==> config.mk <==
export PLATFORM = sky130hd
export DESIGN_NAME = alu_issue_stage
export DESIGN_NICKNAME = d
export VERILOG_FILES = /design/src/rtl/alu_issue_stage.sv
export SDC_FILE = /design/constraint.sdc
export NUM_CORES = 1
export LEC_CHECK = 0
export ABC_AREA = 1
export BUFFER_PORTS_ARGS = -buffer_cell sky130_fd_sc_hd__buf_2
export CORE_ASPECT_RATIO = 0.5
export CORE_MARGIN = 4
export CORE_UTILIZATION = 49
export DETAILED_ROUTE_END_ITERATION = 8
export GPL_TIMING_DRIVEN = 0
export PLACE_DENSITY_LB_ADDON = 0.05
export SETUP_SLACK_MARGIN = 0.2
export SLEW_MARGIN = 15
export SYNTH_ARGS = -nofsm -noshare
export SYNTH_HDL_FRONTEND = slang
export SYNTH_SLANG_ARGS = --single-unit
==> constraint.sdc <==
create_clock -name clk -period 1.8 [get_ports clk]
set_input_delay 0.54 -clock clk [delete_from_list [all_inputs] [get_ports clk]]
set_output_delay 0.54 -clock clk [all_outputs]
set_load 0.01 [all_outputs]
==> src/rtl/alu_issue_stage.sv <==
// ID/EX issue stage: operand select, writeback forwarding, ALU control decode,
// one-entry valid/ready holding register with stall snooping. ALU_ISSUE_STATS_EN adds issue/stall counters.
module alu_issue_stage #(
  parameter int XLEN   = 32,
  parameter int REG_AW = 5
) (
  input  logic              clk,
  input  logic              rst_n,
  input  logic              flush,
  input  logic              in_valid,
  output logic              in_ready,
  input  logic [6:0]        in_opcode,
  input  logic [2:0]        in_funct3,
  input  logic              in_funct7b5,
  input  logic [REG_AW-1:0] in_rs1_addr,
  input  logic [REG_AW-1:0] in_rs2_addr,
  input  logic [REG_AW-1:0] in_rd_addr,
  input  logic [XLEN-1:0]   in_rs1_data,
  input  logic [XLEN-1:0]   in_rs2_data,
  input  logic [XLEN-1:0]   in_imm,
  input  logic [XLEN-1:0]   in_pc,
  input  logic              fwd_valid,
  input  logic [REG_AW-1:0] fwd_rd,
  input  logic [XLEN-1:0]   fwd_data,
  output logic              out_valid,
  input  logic              out_ready,
  output logic [XLEN-1:0]   alu_a,
  output logic [XLEN-1:0]   alu_b,
  output logic [3:0]        alu_control,
  output logic [REG_AW-1:0] out_rd,
  output logic              out_illegal
`ifdef ALU_ISSUE_STATS_EN
  ,
  output logic [31:0]       issue_cnt,
  output logic [31:0]       stall_cnt
`endif
);

  localparam logic [3:0] ALU_ADD = 4'b0000, ALU_SUB = 4'b0001, ALU_AND = 4'b0010,
                         ALU_OR  = 4'b0011, ALU_XOR = 4'b0100, ALU_SLT = 4'b0101,
                         ALU_SLL = 4'b0110, ALU_SRL = 4'b0111, ALU_SRA = 4'b1000,
                         ALU_SLTU = 4'b1001;

  localparam logic [6:0] OP_R = 7'b0110011, OP_I = 7'b0010011, OP_LD = 7'b0000011,
                         OP_ST = 7'b0100011, OP_LUI = 7'b0110111, OP_AUIPC = 7'b0010111,
                         OP_BR = 7'b1100011;

  typedef enum logic [1:0] {A_RS1, A_PC, A_ZERO} a_sel_e;
  typedef enum logic       {B_RS2, B_IMM}        b_sel_e;

  typedef struct packed {
    logic [3:0] ctrl;
    logic       illegal;
    a_sel_e     a_sel;
    b_sel_e     b_sel;
  } dec_t;

  // Shared R/I funct3 map; sub_ok distinguishes R-type add/sub from I-type addi.
  function automatic logic [3:0] fn_map(input logic [2:0] f3, input logic f7b5, input logic sub_ok);
    case (f3)
      3'b000:  fn_map = (sub_ok && f7b5) ? ALU_SUB : ALU_ADD;
      3'b001:  fn_map = ALU_SLL;
      3'b010:  fn_map = ALU_SLT;
      3'b011:  fn_map = ALU_SLTU;
      3'b100:  fn_map = ALU_XOR;
      3'b101:  fn_map = f7b5 ? ALU_SRA : ALU_SRL;
      3'b110:  fn_map = ALU_OR;
      default: fn_map = ALU_AND;
    endcase
  endfunction

  function automatic logic [XLEN-1:0] src_val(input logic [REG_AW-1:0] addr, input logic [XLEN-1:0] rf,
                                              input logic fv, input logic [REG_AW-1:0] frd,
                                              input logic [XLEN-1:0] fd);
    if (addr == '0)           src_val = '0;
    else if (fv && frd == addr) src_val = fd;
    else                      src_val = rf;
  endfunction

  dec_t dec;

  always_comb begin
    dec = '{ctrl: ALU_ADD, illegal: 1'b0, a_sel: A_RS1, b_sel: B_RS2};
    case (in_opcode)
      OP_R:  dec.ctrl = fn_map(in_funct3, in_funct7b5, 1'b1);
      OP_I: begin
        dec.b_sel = B_IMM;
        dec.ctrl  = fn_map(in_funct3, in_funct7b5, 1'b0);
        if (in_funct3 == 3'b001 && in_funct7b5) dec.illegal = 1'b1;
      end
      OP_LD, OP_ST: dec.b_sel = B_IMM;
      OP_LUI: begin
        dec.a_sel = A_ZERO;
        dec.b_sel = B_IMM;
      end
      OP_AUIPC: begin
        dec.a_sel = A_PC;
        dec.b_sel = B_IMM;
      end
      OP_BR: begin
        case (in_funct3[2:1])
          2'b00:   dec.ctrl = ALU_SUB;
          2'b10:   dec.ctrl = ALU_SLT;
          2'b11:   dec.ctrl = ALU_SLTU;
          default: dec.illegal = 1'b1;
        endcase
      end
      default: dec.illegal = 1'b1;
    endcase
    if (dec.illegal) dec.ctrl = ALU_ADD;
  end

  logic              out_valid_q, out_valid_d;
  logic [XLEN-1:0]   alu_a_q, alu_a_d, alu_b_q, alu_b_d;
  logic [3:0]        ctrl_q, ctrl_d;
  logic [REG_AW-1:0] rd_q, rd_d, rs1_q, rs1_d, rs2_q, rs2_d;
  logic              illegal_q, illegal_d;
  logic              a_reg_q, a_reg_d, b_reg_q, b_reg_d;
  logic              capture, stall;

  assign in_ready = ~out_valid_q | out_ready;
  assign capture  = in_valid & in_ready & ~flush;
  assign stall    = out_valid_q & ~out_ready;

  always_comb begin
    out_valid_d = out_valid_q;
    alu_a_d     = alu_a_q;
    alu_b_d     = alu_b_q;
    ctrl_d      = ctrl_q;
    rd_d        = rd_q;
    illegal_d   = illegal_q;
    rs1_d       = rs1_q;
    rs2_d       = rs2_q;
    a_reg_d     = a_reg_q;
    b_reg_d     = b_reg_q;
    if (flush) begin
      out_valid_d = 1'b0;
    end else if (capture) begin
      out_valid_d = 1'b1;
      ctrl_d      = dec.ctrl;
      rd_d        = in_rd_addr;
      illegal_d   = dec.illegal;
      rs1_d       = in_rs1_addr;
      rs2_d       = in_rs2_addr;
      a_reg_d     = ~dec.illegal && dec.a_sel == A_RS1;
      b_reg_d     = ~dec.illegal && dec.b_sel == B_RS2;
      alu_a_d     = '0;
      alu_b_d     = '0;
      if (!dec.illegal) begin
        case (dec.a_sel)
          A_RS1:   alu_a_d = src_val(in_rs1_addr, in_rs1_data, fwd_valid, fwd_rd, fwd_data);
          A_PC:    alu_a_d = in_pc;
          default: alu_a_d = '0;
        endcase
        alu_b_d = (dec.b_sel == B_IMM) ? in_imm
                : src_val(in_rs2_addr, in_rs2_data, fwd_valid, fwd_rd, fwd_data);
      end
    end else if (out_valid_q && out_ready) begin
      out_valid_d = 1'b0;
    end else if (stall && fwd_valid && fwd_rd != '0) begin
      // Held operands track writebacks that land while we wait downstream.
      if (a_reg_q && fwd_rd == rs1_q) alu_a_d = fwd_data;
      if (b_reg_q && fwd_rd == rs2_q) alu_b_d = fwd_data;
    end
  end

  always_ff @(posedge clk or negedge rst_n) begin
    if (!rst_n) begin
      out_valid_q <= 1'b0;
      alu_a_q     <= '0;
      alu_b_q     <= '0;
      ctrl_q      <= ALU_ADD;
      rd_q        <= '0;
      illegal_q   <= 1'b0;
      rs1_q       <= '0;
      rs2_q       <= '0;
      a_reg_q     <= 1'b0;
      b_reg_q     <= 1'b0;
    end else begin
      out_valid_q <= out_valid_d;
      alu_a_q     <= alu_a_d;
      alu_b_q     <= alu_b_d;
      ctrl_q      <= ctrl_d;
      rd_q        <= rd_d;
      illegal_q   <= illegal_d;
      rs1_q       <= rs1_d;
      rs2_q       <= rs2_d;
      a_reg_q     <= a_reg_d;
      b_reg_q     <= b_reg_d;
    end
  end

  assign out_valid   = out_valid_q;
  assign alu_a       = alu_a_q;
  assign alu_b       = alu_b_q;
  assign alu_control = ctrl_q;
  assign out_rd      = rd_q;
  assign out_illegal = illegal_q;

`ifdef ALU_ISSUE_STATS_EN
  logic [31:0] issue_cnt_q, issue_cnt_d, stall_cnt_q, stall_cnt_d;

  always_comb begin
    issue_cnt_d = issue_cnt_q + {31'd0, out_valid_q & out_ready};
    stall_cnt_d = stall_cnt_q + {31'd0, stall};
  end

  always_ff @(posedge clk or negedge rst_n) begin
    if (!rst_n) begin
      issue_cnt_q <= '0;
      stall_cnt_q <= '0;
    end else begin
      issue_cnt_q <= issue_cnt_d;
      stall_cnt_q <= stall_cnt_d;
    end
  end

  assign issue_cnt = issue_cnt_q;
  assign stall_cnt = stall_cnt_q;
`endif

endmodule

==> results_dict.tcl <==
set metrics [dict create \
    leakage_nw 5.75 \
    synth_cells 1111 \
    core-area_sq_um 12900 \
    final_nets 1626 \
    vias 8799 \
    antennaDiodeCount 0 \
    path_clk_slew_ps 70 \
    finalClockSkew_ps 13.1 \
    grt_start_max_net_pins 58 \
    cts.sinks 87 \
    clkLatencyLatePin_ps 350 \
    fmax_mhz 580 \
    worstReg2RegEnd "alu_a[0]$_DFFE_PN0P_" \
    cts_buffers 9 \
    seq_area_frac_synth_pct 33.3 \
    antenna_found_initial 2 \
    maxCapViolations 0 \
    netlist.area_leader.share_pct 33.3 \
    synth_compound_area_share_pct 12.8 \
    rr_startpoint "out_valid$_DFFE_PN0P_" \
    syn_nets 1308 \
    synth_top_family_by_area "simple AND/OR/NAND/NOR gates" \
    ios 273 \
    rsz0062_at_grt "true" \
    synth_seq_cells 87 \
    p_per_area_nw_per_um2 709 \
    h-tree-depth 3 \
    cts_tree "yes" \
    yosys_warnings 0 \
    io_buffers 272 \
    die_area_sq_um 15400 \
    synth-simple-area-share_pct 41.0 \
    wl_per_cell_um 17.1 \
    first_pass_iters 5 \
    area_delta_synth_final_pct 54.4 \
    critPathMaxFanout 7 \
    cts_max_path_buffers 2 \
    worstPathRequired_ps 2040 \
    finalCritPeriodShare_pct 95.7 \
    rows 29 \
    grt_pass1_wl_um 40800 \
    overflow 0 \
    ir_drop_mv 0.457 \
    slew_violations 0 \
    drc_errors 0 \
    instances_no_fill 1604 \
    antenna_left 0 \
    multi_input_area_sq_um 4420 \
    fin_crit_ps 1720 \
    hold_ws_ps 129 \
    cp.arrival_ps 1960 \
    synth_cell_types 30 \
    grt_pass1_vias 8218 \
    hold_violations 0 \
    worstSetupPathType "input pin to flop" \
    ff2ff_setup_slack_ps 140 \
    avgSynthCellArea_sq_um 5.89 \
    ff2ff_path_depth 7 \
    die_w_um 171 \
    start_util_pct 50.8 \
    max_slew_margin_pct 71.0 \
    hold_class "input pin to asynchronous set/reset pin" \
    groute.usage.overall_pct 32.6 \
    wirelength_um 27500 \
    cp-end-kind "flop" \
    yosys.area.top_type "dfrtp_1" \
    dpl.hpwl_um 19200 \
    drt_iter0_drc 739 \
    setup_viol 0 \
    num-fill-cells 939 \
    synthMuxAreaShare_pct 0 \
    outcome "finished clean" \
    vias_per_cell 5.49 \
    tightest_slew_ps 436 \
    worst_slack_ps 76.7 \
    chipHeight_um 89.7 \
    place.gp.congestion 0.943 \
    syn-cell-area_sq_um 6550 \
    seq_area_sq_um 2180 \
    synth-adder-area-share_pct 0 \
    start_kind "input pin" \
    synth_xor_area_share_pct 0.401 \
    pre_cts_slack_ps -588 \
    synthTopCellsByArea "dfrtp_1, nand2_1, a21oi_1" \
    place_inst 1554 \
    clockRootBuffer "clkbuf_16" \
    final_layout_size_suffix_gt1_share_pct 42.0 \
]
==> worst max path at each step <==
stage          cells after the start  slack [ps]                     to    startpoint
2_1_floorplan                     11          50  alu_b[12]$_DFFE_PN0P_  in_opcode[1]
5_1_grt                           12          40   alu_b[2]$_DFFE_PN0P_  in_opcode[0]
3_5_place_dp                      10        -590  alu_b[15]$_DFFE_PN0P_  in_opcode[0]
3_3_place_gp                       1        -660  alu_a[10]$_DFFE_PN0P_         rst_n
4_1_cts                           12         150  alu_a[29]$_DFFE_PN0P_  in_opcode[3]
6_report                          13          80  alu_a[15]$_DFFE_PN0P_  in_opcode[2]
==> metal layers <==
metal  GRT usage [%]  share of wire, %
met2            53.7                48
met1            42.8                38
met4            8.44               2.8
met3            8.63                11
met5               0             0.095
==> cell usage in the layout, fill, tap and decap left out, types with 29 or more instances in the layout <==
cell,instances
nand2_2,59
dfrtp_1,87
nand2_4,33
buf_2,273
nand2_1,351
nor2_1,56
a21oi_1,73
a21oi_2,62
nor2_2,29
buf_4,29
nand3_1,104
inv_1,128
==> Yosys cell counts <==
cell type	n
a21oi_2	1
nand2_1	443
nor2_4	1
o31ai_1	1
a31oi_1	1
nand2_2	3
buf_1	5
nor3_2	1
dfrtp_1	87
inv_1	132
nor2_1	90
o221ai_1	1
nand4_1	1
o21ai_0	15
nor2_2	2
nand3_1	109
xor2_1	3
inv_2	6
o21ai_1	1
nor3_4	1
a21oi_1	135
buf_4	6
nand3_2	1
nor2_8	1
o22ai_1	7
clkbuf_1	14
buf_2	37
nand2_4	1
a31o_2	1
nor3_1	4
==> critical path: stages <==
cell	delay, ps
buf_6	100
nor3_4	260
buf_6	140
buf_6	90
nand3_2	80
o21ai_2	90
inv_2	60
nand2_4	110
nor2_4	50
buf_12	150
clkbuf_16	170
nand2_2	70
a21oi_2	40
==> per-stage QoR <==
stage	util, %	power [mW]	cell area, sq um	setup TNS [ps]
6_report	78.5	7.17	10100	0
5_1_grt	78.5	7.56	10100	0
4_1_cts	72.3	6.89	9320	0
3_5_place_dp	63.8	4.91	8220	-32890
3_3_place_gp	63.6	4.86	8190	-87250
2_1_floorplan	-	3.80	6620	0
==> logic make-up (layout without fill, tap and decap cells) <==
kind of cell	after synthesis	after routing
buf+inv	200	523
simple gates	658	658
xor+xnor	3	3
compound gates	163	163
flops	87	87
==> what timing repair did <==
action | 4_1_cts | 5_1_grt
buffers inserted | 15 | 10
hold buffers | 0 | 0
setup endpoints to repair | 77 | 86
hold endpoints to repair | 0 | 0
gates cloned | 6 | 5
pin swaps | 37 | 72
gates resized for setup | 184 | 187
==> final cells by class <==
type / count / area share (%)
Inverter: 138 / 5.20
Timing Repair Buffer: 309 / 18.8
Multi-Input combinational cell: 824 / 43.7
Sequential cell: 87 / 21.5
Tap cell: 170 / 2.10
Clock inverter: 4 / 0.309
Clock buffer: 12 / 2.44
Buffer: 60 / 5.88
==> state kept, by name, indices dropped and copies added (netlist names) <==
register and flops:
alu_control 4, b_reg_q 1, a_reg_q 1, alu_a 32, rs1_q 5, out_valid 1, alu_b 32, out_rd 5
out_illegal 1, rs2_q 5
==> where the power goes <==
group          leakage, nW  total [mW]  switching [mW]  internal, mW
Combinational         4.60        2.64            1.56          1.07
Sequential            1.02        2.73           0.310          2.42
Clock                0.125        1.80           0.824         0.978
(Power assumes the default switching activity.)
